### src/rtl/cpu_ctrl_pkg.sv
// cpu_ctrl_pkg: shared opcodes, ALU codes, state and immediate encodings for the control unit
package cpu_ctrl_pkg;
  localparam logic [6:0] OP_R      = 7'b0110011;
  localparam logic [6:0] OP_I      = 7'b0010011;
  localparam logic [6:0] OP_LOAD   = 7'b0000011;
  localparam logic [6:0] OP_STORE  = 7'b0100011;
  localparam logic [6:0] OP_BRANCH = 7'b1100011;
  localparam logic [3:0] ALU_AND = 4'b0000;
  localparam logic [3:0] ALU_OR  = 4'b0001;
  localparam logic [3:0] ALU_ADD = 4'b0010;
  localparam logic [3:0] ALU_XOR = 4'b0011;
  localparam logic [3:0] ALU_SUB = 4'b0110;
  localparam logic [3:0] ALU_SLT = 4'b0111;
  localparam logic [3:0] ALU_SLL = 4'b1000;
  localparam logic [3:0] ALU_SRL = 4'b1001;
  localparam logic [3:0] ALU_SRA = 4'b1010;
  localparam logic [1:0] IMM_I = 2'b00;
  localparam logic [1:0] IMM_S = 2'b01;
  localparam logic [1:0] IMM_B = 2'b10;
  typedef enum logic [2:0] {
    S_FETCH  = 3'd0,
    S_DECODE = 3'd1,
    S_EXEC   = 3'd2,
    S_MEM    = 3'd3,
    S_WB     = 3'd4
  } state_t;
  typedef enum logic [2:0] {CL_NONE, CL_R, CL_I, CL_LOAD, CL_STORE, CL_BRANCH} cls_t;
  function automatic cls_t op_class(input logic [6:0] op);
    return op == OP_R      ? CL_R      :
           op == OP_I      ? CL_I      :
           op == OP_LOAD   ? CL_LOAD   :
           op == OP_STORE  ? CL_STORE  :
           op == OP_BRANCH ? CL_BRANCH : CL_NONE;
  endfunction
endpackage

### src/rtl/alu_op_decoder.sv
// alu_op_decoder: maps instruction class and {instr[30], funct3} to the ALU operation code
module alu_op_decoder
  import cpu_ctrl_pkg::*;
(
  input  cls_t       cls,
  input  logic [3:0] alu_ctl,
  output logic [3:0] alu_op
);
  logic [3:0] code;
  logic [3:0] r_op;
  always_comb begin
    code = (cls == CL_I && alu_ctl[2:0] != 3'b101) ? {1'b0, alu_ctl[2:0]} : alu_ctl;
    r_op = ALU_ADD;
    case (code)
      4'b1000: r_op = ALU_SUB;
      4'b0111: r_op = ALU_AND;
      4'b0110: r_op = ALU_OR;
      4'b0100: r_op = ALU_XOR;
      4'b0010: r_op = ALU_SLT;
      4'b0001: r_op = ALU_SLL;
      4'b0101: r_op = ALU_SRL;
      4'b1101: r_op = ALU_SRA;
      default: r_op = ALU_ADD;
    endcase
    alu_op = (cls == CL_R || cls == CL_I)        ? r_op    :
             (cls == CL_LOAD || cls == CL_STORE) ? ALU_ADD :
             cls == CL_BRANCH                    ? ALU_SUB : ALU_AND;
  end
endmodule

### src/rtl/multicycle_control_unit.sv
// multicycle_control_unit: FETCH/DECODE/EXEC/MEM/WB sequencer driving datapath controls
module multicycle_control_unit
  import cpu_ctrl_pkg::*;
#(
  parameter int CNT_W = 16
) (
  input  logic             clk,
  input  logic             rst,
  input  logic [6:0]       opcode,
  input  logic [3:0]       alu_ctl,
  input  logic             zero,
  output logic             pc_en,
  output logic             pc_src,
  output logic             alu_src,
  output logic             mem_read_write,
  output logic             mem_to_reg,
  output logic             reg_write,
  output logic [1:0]       imm_sel,
  output logic [3:0]       alu_op,
  output logic             instr_done,
  output logic             illegal,
  output logic [2:0]       state,
  output logic [CNT_W-1:0] retire_count
);
  state_t           st;
  logic [6:0]       op_q;
  logic [3:0]       ctl_q;
  logic [CNT_W-1:0] cnt;
  cls_t             cls;
  logic [3:0]       ctl;
  logic [3:0]       dec_op;
  logic             in_dec;
  logic             busy;
  logic             taken;
  // DECODE sees the live fields so the outputs are already valid there and hold until retire
  assign in_dec = st == S_DECODE;
  assign cls    = op_class(in_dec ? opcode : op_q);
  assign ctl    = in_dec ? alu_ctl : ctl_q;
  assign busy   = !rst && cls != CL_NONE && st inside {S_DECODE, S_EXEC, S_MEM, S_WB};
  assign taken  = (ctl[2:0] == 3'b000 && zero) || (ctl[2:0] == 3'b001 && !zero);
  alu_op_decoder u_dec (
    .cls     (cls),
    .alu_ctl (ctl),
    .alu_op  (dec_op)
  );
  assign illegal        = !rst && in_dec && cls == CL_NONE;
  assign pc_en          = illegal || (!rst && ((st == S_EXEC && cls == CL_BRANCH) ||
                                               (st == S_MEM && cls == CL_STORE) || st == S_WB));
  assign instr_done     = pc_en;
  assign pc_src         = !rst && st == S_EXEC && cls == CL_BRANCH && taken;
  assign alu_src        = busy && cls inside {CL_I, CL_LOAD, CL_STORE};
  assign imm_sel        = !busy ? IMM_I : cls == CL_STORE ? IMM_S : cls == CL_BRANCH ? IMM_B : IMM_I;
  assign alu_op         = busy ? dec_op : ALU_AND;
  assign mem_to_reg     = busy && cls == CL_LOAD;
  assign mem_read_write = !rst && st == S_MEM && cls == CL_STORE;
  assign reg_write      = !rst && st == S_WB;
  assign state          = rst ? 3'd0 : st;
  assign retire_count   = rst ? '0 : cnt;
  always_ff @(posedge clk) begin
    if (rst) begin
      st    <= S_FETCH;
      op_q  <= '0;
      ctl_q <= '0;
      cnt   <= '0;
    end else begin
      if (pc_en && !illegal) cnt <= cnt + 1'b1;
      case (st)
        S_FETCH:  st <= S_DECODE;
        S_DECODE: begin
          op_q  <= opcode;
          ctl_q <= alu_ctl;
          st    <= cls == CL_NONE ? S_FETCH : S_EXEC;
        end
        S_EXEC:   st <= (cls == CL_LOAD || cls == CL_STORE) ? S_MEM :
                        cls == CL_BRANCH ? S_FETCH : S_WB;
        S_MEM:    st <= cls == CL_LOAD ? S_WB : S_FETCH;
        default:  st <= S_FETCH;
      endcase
    end
  end
endmodule

### config.mk
export PLATFORM = sky130hd
export DESIGN_NAME = multicycle_control_unit
export DESIGN_NICKNAME = d
export VERILOG_FILES = /design/src/rtl/cpu_ctrl_pkg.sv /design/src/rtl/alu_op_decoder.sv /design/src/rtl/multicycle_control_unit.sv
export SDC_FILE = /design/constraint.sdc
export NUM_CORES = 1
export LEC_CHECK = 0
export CAP_MARGIN = 15
export CORE_ASPECT_RATIO = 0.6
export CORE_MARGIN = 2
export CORE_UTILIZATION = 47
export CTS_CLUSTER_DIAMETER = 40
export DETAILED_ROUTE_END_ITERATION = 10
export HOLD_SLACK_MARGIN = 0.08
export PLACE_DENSITY_LB_ADDON = 0.08
export SYNTH_ARGS = -nofsm -noshare
export SYNTH_HDL_FRONTEND = slang
export SYNTH_HIERARCHICAL = 1
export SYNTH_SLANG_ARGS = --single-unit
### constraint.sdc
create_clock -name clk -period 11.06 [get_ports clk]
set_clock_uncertainty 0.15 [all_clocks]
set_input_delay 2.765 -clock clk [delete_from_list [all_inputs] [get_ports clk]]
set_output_delay 2.765 -clock clk [all_outputs]
set_load 0.02 [all_outputs]
; ---- Word level (Yosys, flattened, before mapping)
; Memories as Yosys holds them, arrays and structs flattened.
; Index checks and enable logic that the tools add are counted.
[totals]
ff_bits = 30
output_inout_bits = 33
ramBits = 0
latch_bits = 0
memories = 1
romBits = 64
input_bits = 14
word_cells = 78
[classes]
shift = 0
bitwise = 0
order_cmp = 0
n_div = 0
reduce_logical = 34
mux = 22
eq_ne = 16
multipliers = 0
addsub = 1
[mem_list]
columns = memory, words, width, rd, rd_clocked_by_memory_dff, write_ports, line_no
row1 = (name not given), 16, 4, 1, 0, 0, alu_op_decoder.sv:14  ; case (code)
[op_table]
columns = op, n
row1 = $mux 3, 10
row2 = $mux 4, 5
row3 = $logic_and 1x1->1, 19
row4 = $add 16x1->16 const B, 1
row5 = $mux 16, 1
row6 = $eq 7x6->1 const B, 2
row7 = $eq 3x2->1 const B, 4
row8 = $pmux 3 s4, 1
row9 = $eq 3x1->1 const B, 3
row10 = $eq 3x3->1 const B, 3
row11 = $logic_not 3->1, 3
row12 = $mux 2, 4
row13 = $eq 7x2->1 const B, 1
row14 = $eq 7x5->1 const B, 1
row15 = $eq 7x7->1 const B, 1
row16 = $mux 7, 1
row17 = $logic_or 1x1->1, 6
row18 = $reduce_bool 3->1, 2
row19 = $reduce_bool 4->1, 1
row20 = $logic_not 1->1, 3
row21 = $ne 3x3->1 const B, 1

; ---- Depth between registers and ports, before layout
; Gate-level depths: netlist of the first run.
[depth]
ltp_word = 15
depth_mapped = 10
mapped_depth_nobuf = 8

; ---- Cells and area by module
; Netlist of the first run, hierarchy kept.
[by_module_without_submodules]
columns = mod, cells_each, n_inst, area_per_inst_um2
row1 = multicycle_control_unit, 274, 1, 2133.3
row2 = alu_op_decoder, 22, 1, 153.9

; ---- Worst setup path before layout of the first run
; Ideal clock, no wire load.
[synth_path]
kind = in2out
start = input port opcode[3]
end = output port alu_op[0]
arrival_time_ns = 4.903
slack_ns = 3.242
cell_stages = 8
t_required_ns = 8.145
cell_sequence = nand4bb_1 -> mux2_2 -> nand2b_1 -> nor2_1 -> and2b_1 -> a22oi_2 -> a2111oi_2 -> nor3b_1
[synth_via]
elab_cells_between_ends = 26
[synth_lines]
columns = item, line_no
row1 = "start, declared", multicycle_control_unit.sv:9  ; input logic [6:0] opcode,
row2 = $mux 7 (*), n/a
row3 = $eq 7x6->1, cpu_ctrl_pkg.sv:32  ; op == OP_STORE ? CL_STORE :
row4 = $mux 3, cpu_ctrl_pkg.sv:32
row5 = $mux 3, cpu_ctrl_pkg.sv:31  ; op == OP_LOAD ? CL_LOAD :
row6 = $mux 3, cpu_ctrl_pkg.sv:30  ; op == OP_I ? CL_I :
row7 = $mux 3 (*), cpu_ctrl_pkg.sv:29  ; return op == OP_R ? CL_R :
row8 = named net cls[1], multicycle_control_unit.sv:29  ; cls_t cls;
row9 = $eq 3x2->1, "alu_op_decoder.sv:12, alu_op_decoder.sv:25"
row10 = $logic_and 1x1->1, alu_op_decoder.sv:12  ; code = (cls == CL_I && alu_ctl[2:0] != 3'b101) ? {1'b0, alu_ctl[2:0]} : alu_ctl;
row11 = $mux 4, alu_op_decoder.sv:12
row12 = $mem_v2 16x4, n/a
row13 = $mux 4 (*), alu_op_decoder.sv:25  ; alu_op = (cls == CL_R || cls == CL_I) ? r_op :
row14 = named net dec_op[0], multicycle_control_unit.sv:31  ; logic [3:0] dec_op;
row15 = $mux 4 (*), multicycle_control_unit.sv:53  ; assign alu_op = busy ? dec_op : ALU_AND;
row16 = "end, declared", multicycle_control_unit.sv:19  ; output logic [3:0] alu_op,
; Mark *: on every way through the listed nets, which the timed path passes. The rest lies on a longest branch.

; ---- Worst setup path after layout of the first run
; Ends and elaborated chain as after synthesis.

==> impl_metrics.tcl, run 1 <==
set metrics [dict create \
    final_common_cell "clkdlybuf4s50_1" \
    syn_area_per_cell_sq_um 7.73 \
    core_sq_um 4640 \
    synth-xor-area-share_pct 2.68 \
    htree_levels 2 \
    synth_cell_types 65 \
    dpl-instance-area_sq_um 2760 \
    arrival_ps 5820 \
    synth_cells 296 \
    syn_to_final_growth_pct 24.3 \
    comb_power_share_pct 16.4 \
    cts_resized 0 \
    numClockSinks 30 \
    p_clk_share_pct 36.6 \
    worstPathRequired_ps 8150 \
    setup_viol 0 \
    die_area_sq_um 5460 \
    slew_viol_final 0 \
    vdd_ir_drop_max_mv 0.0518 \
    numPortBuffers 46 \
    layout_common_cells "clkdlybuf4s50_1 (46), dfxtp_1 (30), nor2_1 (28), nand2_1 (28)" \
    period_share_pct 79.0 \
    wl_per_cell_um 16.8 \
    cts_root_buffer "clkbuf_8" \
    cts_buffers 5 \
    antenna_left 0 \
    hold_class "reg2reg" \
    p_leak_nw 0.995 \
    yosys.area_share.simple_pct 39.6 \
    synth_top_family_by_area "simple AND/OR/NAND/NOR gates" \
    drt_pass1_iterations 5 \
    setup_tns_ps 0 \
    drive_above_1_share_pct 8.41 \
    grt_overflow_total 0 \
    fin_crit_ps 8740 \
    relSlewSlack_pct 34.9 \
    cts_buffer_depth 2 \
    vias 2369 \
    synth.mux.area_fraction_pct 8.26 \
    rsz0062_at_grt "false" \
    via_per_inst 5.98 \
    synth_top_area_share_pct 26.3 \
    synth-seq-cells 30 \
    path_class "in2out" \
    cp_max_fo 5 \
    cp-end-kind "output port" \
    syn_area_sq_um 2290 \
    grt_pass1_vias 2143 \
    grtUsageTotal_pct 25.5 \
    maxCapViolCount 0 \
    synth_top_area_cell "dfxtp_1" \
    internal_power_w 0.000175 \
    synth_ff_type "dfxtp_1" \
    dr_wl_met2_um 2560 \
    whs_ps 307 \
    hpwlAfterDp_um 4800 \
    tightest_slew_ps 968 \
    drtIter0Drc 275 \
    wl_met3_um 585 \
    utilization_pct 61.3 \
    place.gp.congestion 0.903 \
    final_nets 349 \
    switching_share_pct 27.9 \
    clk_latency_ps 280 \
    routed.top_layer "met4" \
    die_h_um 58.0 \
    antenna_found_initial 0 \
    holdBufCountCts 0 \
    critPathLaunchType "input pin" \
    path_clk_slew_ps 60 \
    postLayoutCellArea_sq_um 2840 \
    outcome "completed" \
    grt_pass1_wl_um 10900 \
    die_w_um 94.1 \
    synth_compound_area_share_pct 17.1 \
    ioPinCount 47 \
    crit_start "opcode[3]" \
    cts_setup_buffers 0 \
    synth-edff-count 0 \
    start_util_pct 49.3 \
    num_rows 19 \
    antenna_cells 0 \
    met1_length_um 3440 \
    power_density_nw_per_um2 85.4 \
    hp-start "op_q[1]" \
    yosys_warnings 6 \
    drc 0 \
    fmax_mhz 114 \
    synth-async-reset-ratio_pct 0 \
    regToRegStartpoint "st[0]" \
    grt_max_degree 53 \
    yosysSeqAreaShare_pct 26.3 \
    finalHoldViolCount 0 \
    synth.net_count 311 \
    synthAdderAreaFrac_pct 0.547 \
    seq_power_share_pct 47.0 \
    switchingPower_w 0.0000678 \
    finalWirelength_um 6630 \
    synth.area.top_cells "dfxtp_1 (26%), mux2i_1 (4.8%), nand2_1 (4.6%)" \
    tritoncts "done" \
]
-- final cells by class --
class	instances	area (sq um)
clock buffers	6	82.6
multi-input cells	237	1560
repair buffers	48	475
well taps	63	78.8
flip-flops and latches	30	601
fillers	451	1790
inverters	12	45.0
-- metal layers --
metal  GRT usage [%]  vias up
li1                -     1158
met1            41.5     1080
met2            33.7      124
met3            5.20        7
met4            5.80        0
met5               0        -
-- Yosys cell counts (10+ instances only) --
cell type and n:
dfxtp_1 30, nand2_1 28, nor2_1 28, nand2b_1 14
nor2b_1 14, nor3_1 13, inv_1 12, a21oi_1 11
clkbuf_1 11, mux2i_1 11, nand3_1 10, nand4_1 10
-- state kept, by name (all words and copies together), names as in the netlist --
register,count
op_q,7
st,3
ctl_q,4
cnt,16
-- metrics by stage --
| step | setup slack [ps] | power [W] | cells |
|---|---|---|---|
| after CTS | 2340 | 0.000243 | 396 |
| after global routing | 2070 | 0.000255 | 396 |
| final | 2320 | 0.000243 | 396 |
| after floorplan | 3240 | 0.000142 | 296 |
| after global placement | 2370 | 0.000155 | 390 |
| after detailed placement | 2360 | 0.000155 | 390 |
-- power groups by stage --
stage	clock network, W	logic (W)	registers [W]
final	0.0000889	0.0000399	0.000114
after global routing	0.0000966	0.0000437	0.000114
after detailed placement	0	0.0000391	0.000116
after global placement	0	0.0000387	0.000116
after floorplan	0	0.0000272	0.000114
after CTS	0.0000900	0.0000394	0.000114
-- worst paths after layout --
path	endpoint	slack [ps]	cells past startpoint
max	alu_op[0]	2320	10
min	op_q[1]	310	2
max reg2reg	st[1]	8030	4
min reg2reg	op_q[1]	310	2
-- worst max-delay path: stages --
cell             delay, ps
clkdlybuf4s50_1        410
nand4bb_1              330
mux2_2                 370
nand2b_1               170
nor2_1                 290
and2b_1                240
a22oi_2                 80
a2111oi_2              310
nor3b_1                210
clkdlybuf4s50_1        630
-- cells by family (layout without fill, tap and decap cells) --
logic type               count (synthesis)  count (layout)
flip-flops                              30              30
XOR/XNOR                                 7               7
AND/OR/NAND/NOR                        158             158
multiplexers                            18              18
AO/OA/AOI/OAI                           53              53
adder cells (fa/ha/maj)                  1               1
buffers and inverters                   29              66
Power figures use the tool's default switching activity.
==> run 2, diff against run 1 <==
==> constraint.sdc (replaced) <==
create_clock -name clk -period 8.86 [get_ports clk]
set_clock_uncertainty 0.15 [all_clocks]
set_input_delay 2.215 -clock clk [delete_from_list [all_inputs] [get_ports clk]]
set_output_delay 2.215 -clock clk [all_outputs]
set_load 0.02 [all_outputs]
==> impl_metrics.tcl, run 2 (same netlist as run 1, synthesis figures left out) <==
set metrics [dict create \
    cts_root_buffer "clkbuf_8" \
    power_density_nw_per_um2 108 \
    grt_pass1_wl_um 10700 \
    fin_crit_ps 7660 \
    finalWirelength_um 6590 \
    drtIter0Drc 303 \
    regToRegStartpoint "st[0]" \
    cts_buffer_depth 2 \
    arrival_ps 5290 \
    worstRegToRegCells 5 \
    p_leak_nw 1.00 \
    syn_to_final_growth_pct 25.0 \
    whs_ps 309 \
    cp-end-kind "output port" \
    wl_met3_um 644 \
    tritoncts "done" \
    path_clk_slew_ps 60 \
    dpl_worst_slack_ps 1210 \
    cts_buffers 5 \
    antenna_cells 0 \
    path_class "in2out" \
    num_rows 19 \
    setup_viol 0 \
    die_area_sq_um 5460 \
    crit_chain "clkdlybuf4s50_1 -> nand4bb_1 -> mux2_2 -> nand2b_1 -> nor2_1 -> and2b_1 -> a22oi_2 -> a2111oi_2 -> nor3b_1 -> clkdlybuf4s50_1" \
    r2r_end "cnt[4]" \
    wl_per_cell_um 16.5 \
    dr_wl_met2_um 2420 \
    numPortBuffers 46 \
    fmax_mhz 131 \
    drc 0 \
    period_share_pct 86.5 \
    slowest_stage "clkdlybuf4s50_1" \
    routed.top_layer "met4" \
    critPathBufInv 2 \
    die_w_um 94.1 \
    die_h_um 58.0 \
    met1_length_um 3470 \
    numClockSinks 30 \
    hold_depth 2 \
    vias 2413 \
    rsz0062_at_grt "false" \
    maxCapViolCount 0 \
    cts_setup_buffers 0 \
    utilization_pct 61.7 \
    r2r_slack_ps 5630 \
    worstPathRequired_ps 6500 \
    grt_pass1_vias 2139 \
    crit_family "simple AND/OR/NAND/NOR gates" \
    start_util_pct 49.3 \
    vdd_ir_drop_max_mv 0.0549 \
    top_regs "cnt x16, op_q x7, ctl_q x4" \
    critPathLaunchType "input pin" \
    hp-start "op_q[1]" \
    cts_resized 0 \
    htree_levels 2 \
    setup_slack_ps 1200 \
    cp_common_cell "clkdlybuf4s50_1" \
    antenna_left 0 \
    min_to "op_q[1]" \
    drt_pass1_iterations 5 \
    drive_above_1_share_pct 8.93 \
    place.gp.congestion 0.877 \
    holdBufCountCts 0 \
    ioPinCount 47 \
    grt_max_degree 40 \
    relSlewSlack_pct 43.5 \
    grt_overflow_total 0 \
    antenna_found_initial 0 \
    tightest_slew_ps 825 \
    final_common_cell "clkdlybuf4s50_1" \
    hpwlAfterDp_um 4880 \
    largest_reg_flops 16 \
    top_register "cnt" \
    final_nets 350 \
    crit_start "opcode[3]" \
    via_per_inst 6.05 \
    setup_tns_ps 0 \
    grtUsageTotal_pct 25.4 \
    hold_class "reg2reg" \
    layout_common_cells "clkdlybuf4s50_1 (46), dfxtp_1 (30), nor2_1 (28), nand2_1 (28)" \
    finalHoldViolCount 0 \
    outcome "completed" \
    cp_max_fo 5 \
    slew_viol_final 0 \
    core_sq_um 4640 \
    clk_latency_ps 280 \
    cp_slowest_stage_delay_ps 630 \
]
run 2: cell count changes in the layout (fill, tap and decap cells not counted):
cell / change
buf_4: +1
clkbuf_1: +1
clkinv_2: +1
run 2: where the power goes:
group	internal [W]	switching [W]
registers	0.000138	0.00000393
logic	0.0000209	0.0000301
clock network	0.0000626	0.0000533
total	0.000222	0.0000873
run 2: layer usage:
metal	vias up	global-route usage [%]
li1	1165	-
met1	1119	42.4
met2	121	31.7
met3	8	5.46
met4	0	6.00
met5	-	0
run 2: how the worst max path moves through the flow:
stage,endpoint,slack [ps],depth (start not counted)
finish,alu_op[0],1200,10
global route,alu_op[0],1010,10
CTS,alu_op[0],1180,10
detailed placement,alu_op[0],1210,10
global placement,alu_op[0],1270,10
floorplan,alu_op[0],2140,8
run 2: per-stage QoR:
stage	total power (W)	cell area [sq um]	instances
after floorplan	0.000177	2290	296
after global placement	0.000194	2770	391
after detailed placement	0.000195	2770	391
after CTS	0.000310	2860	399
after global routing	0.000324	2860	399
final	0.000309	2860	399
run 2: worst reg2reg max path, stage by stage (launching register included):
cell and delay, ps:
dfxtp_1 660, nor3b_4 760, mux2i_1 790, buf_4 300, a32oi_1 150, mux2_2 310
run 2: layout make-up:
cell class | count | area, sq um
flip-flops and latches | 30 | 601
clock inverters | 1 | 5.00
fillers | 416 | 1780
well taps | 63 | 78.8
clock buffers | 7 | 86.3
inverters | 12 | 45.0
multi-input cells | 237 | 1560
repair buffers | 49 | 483
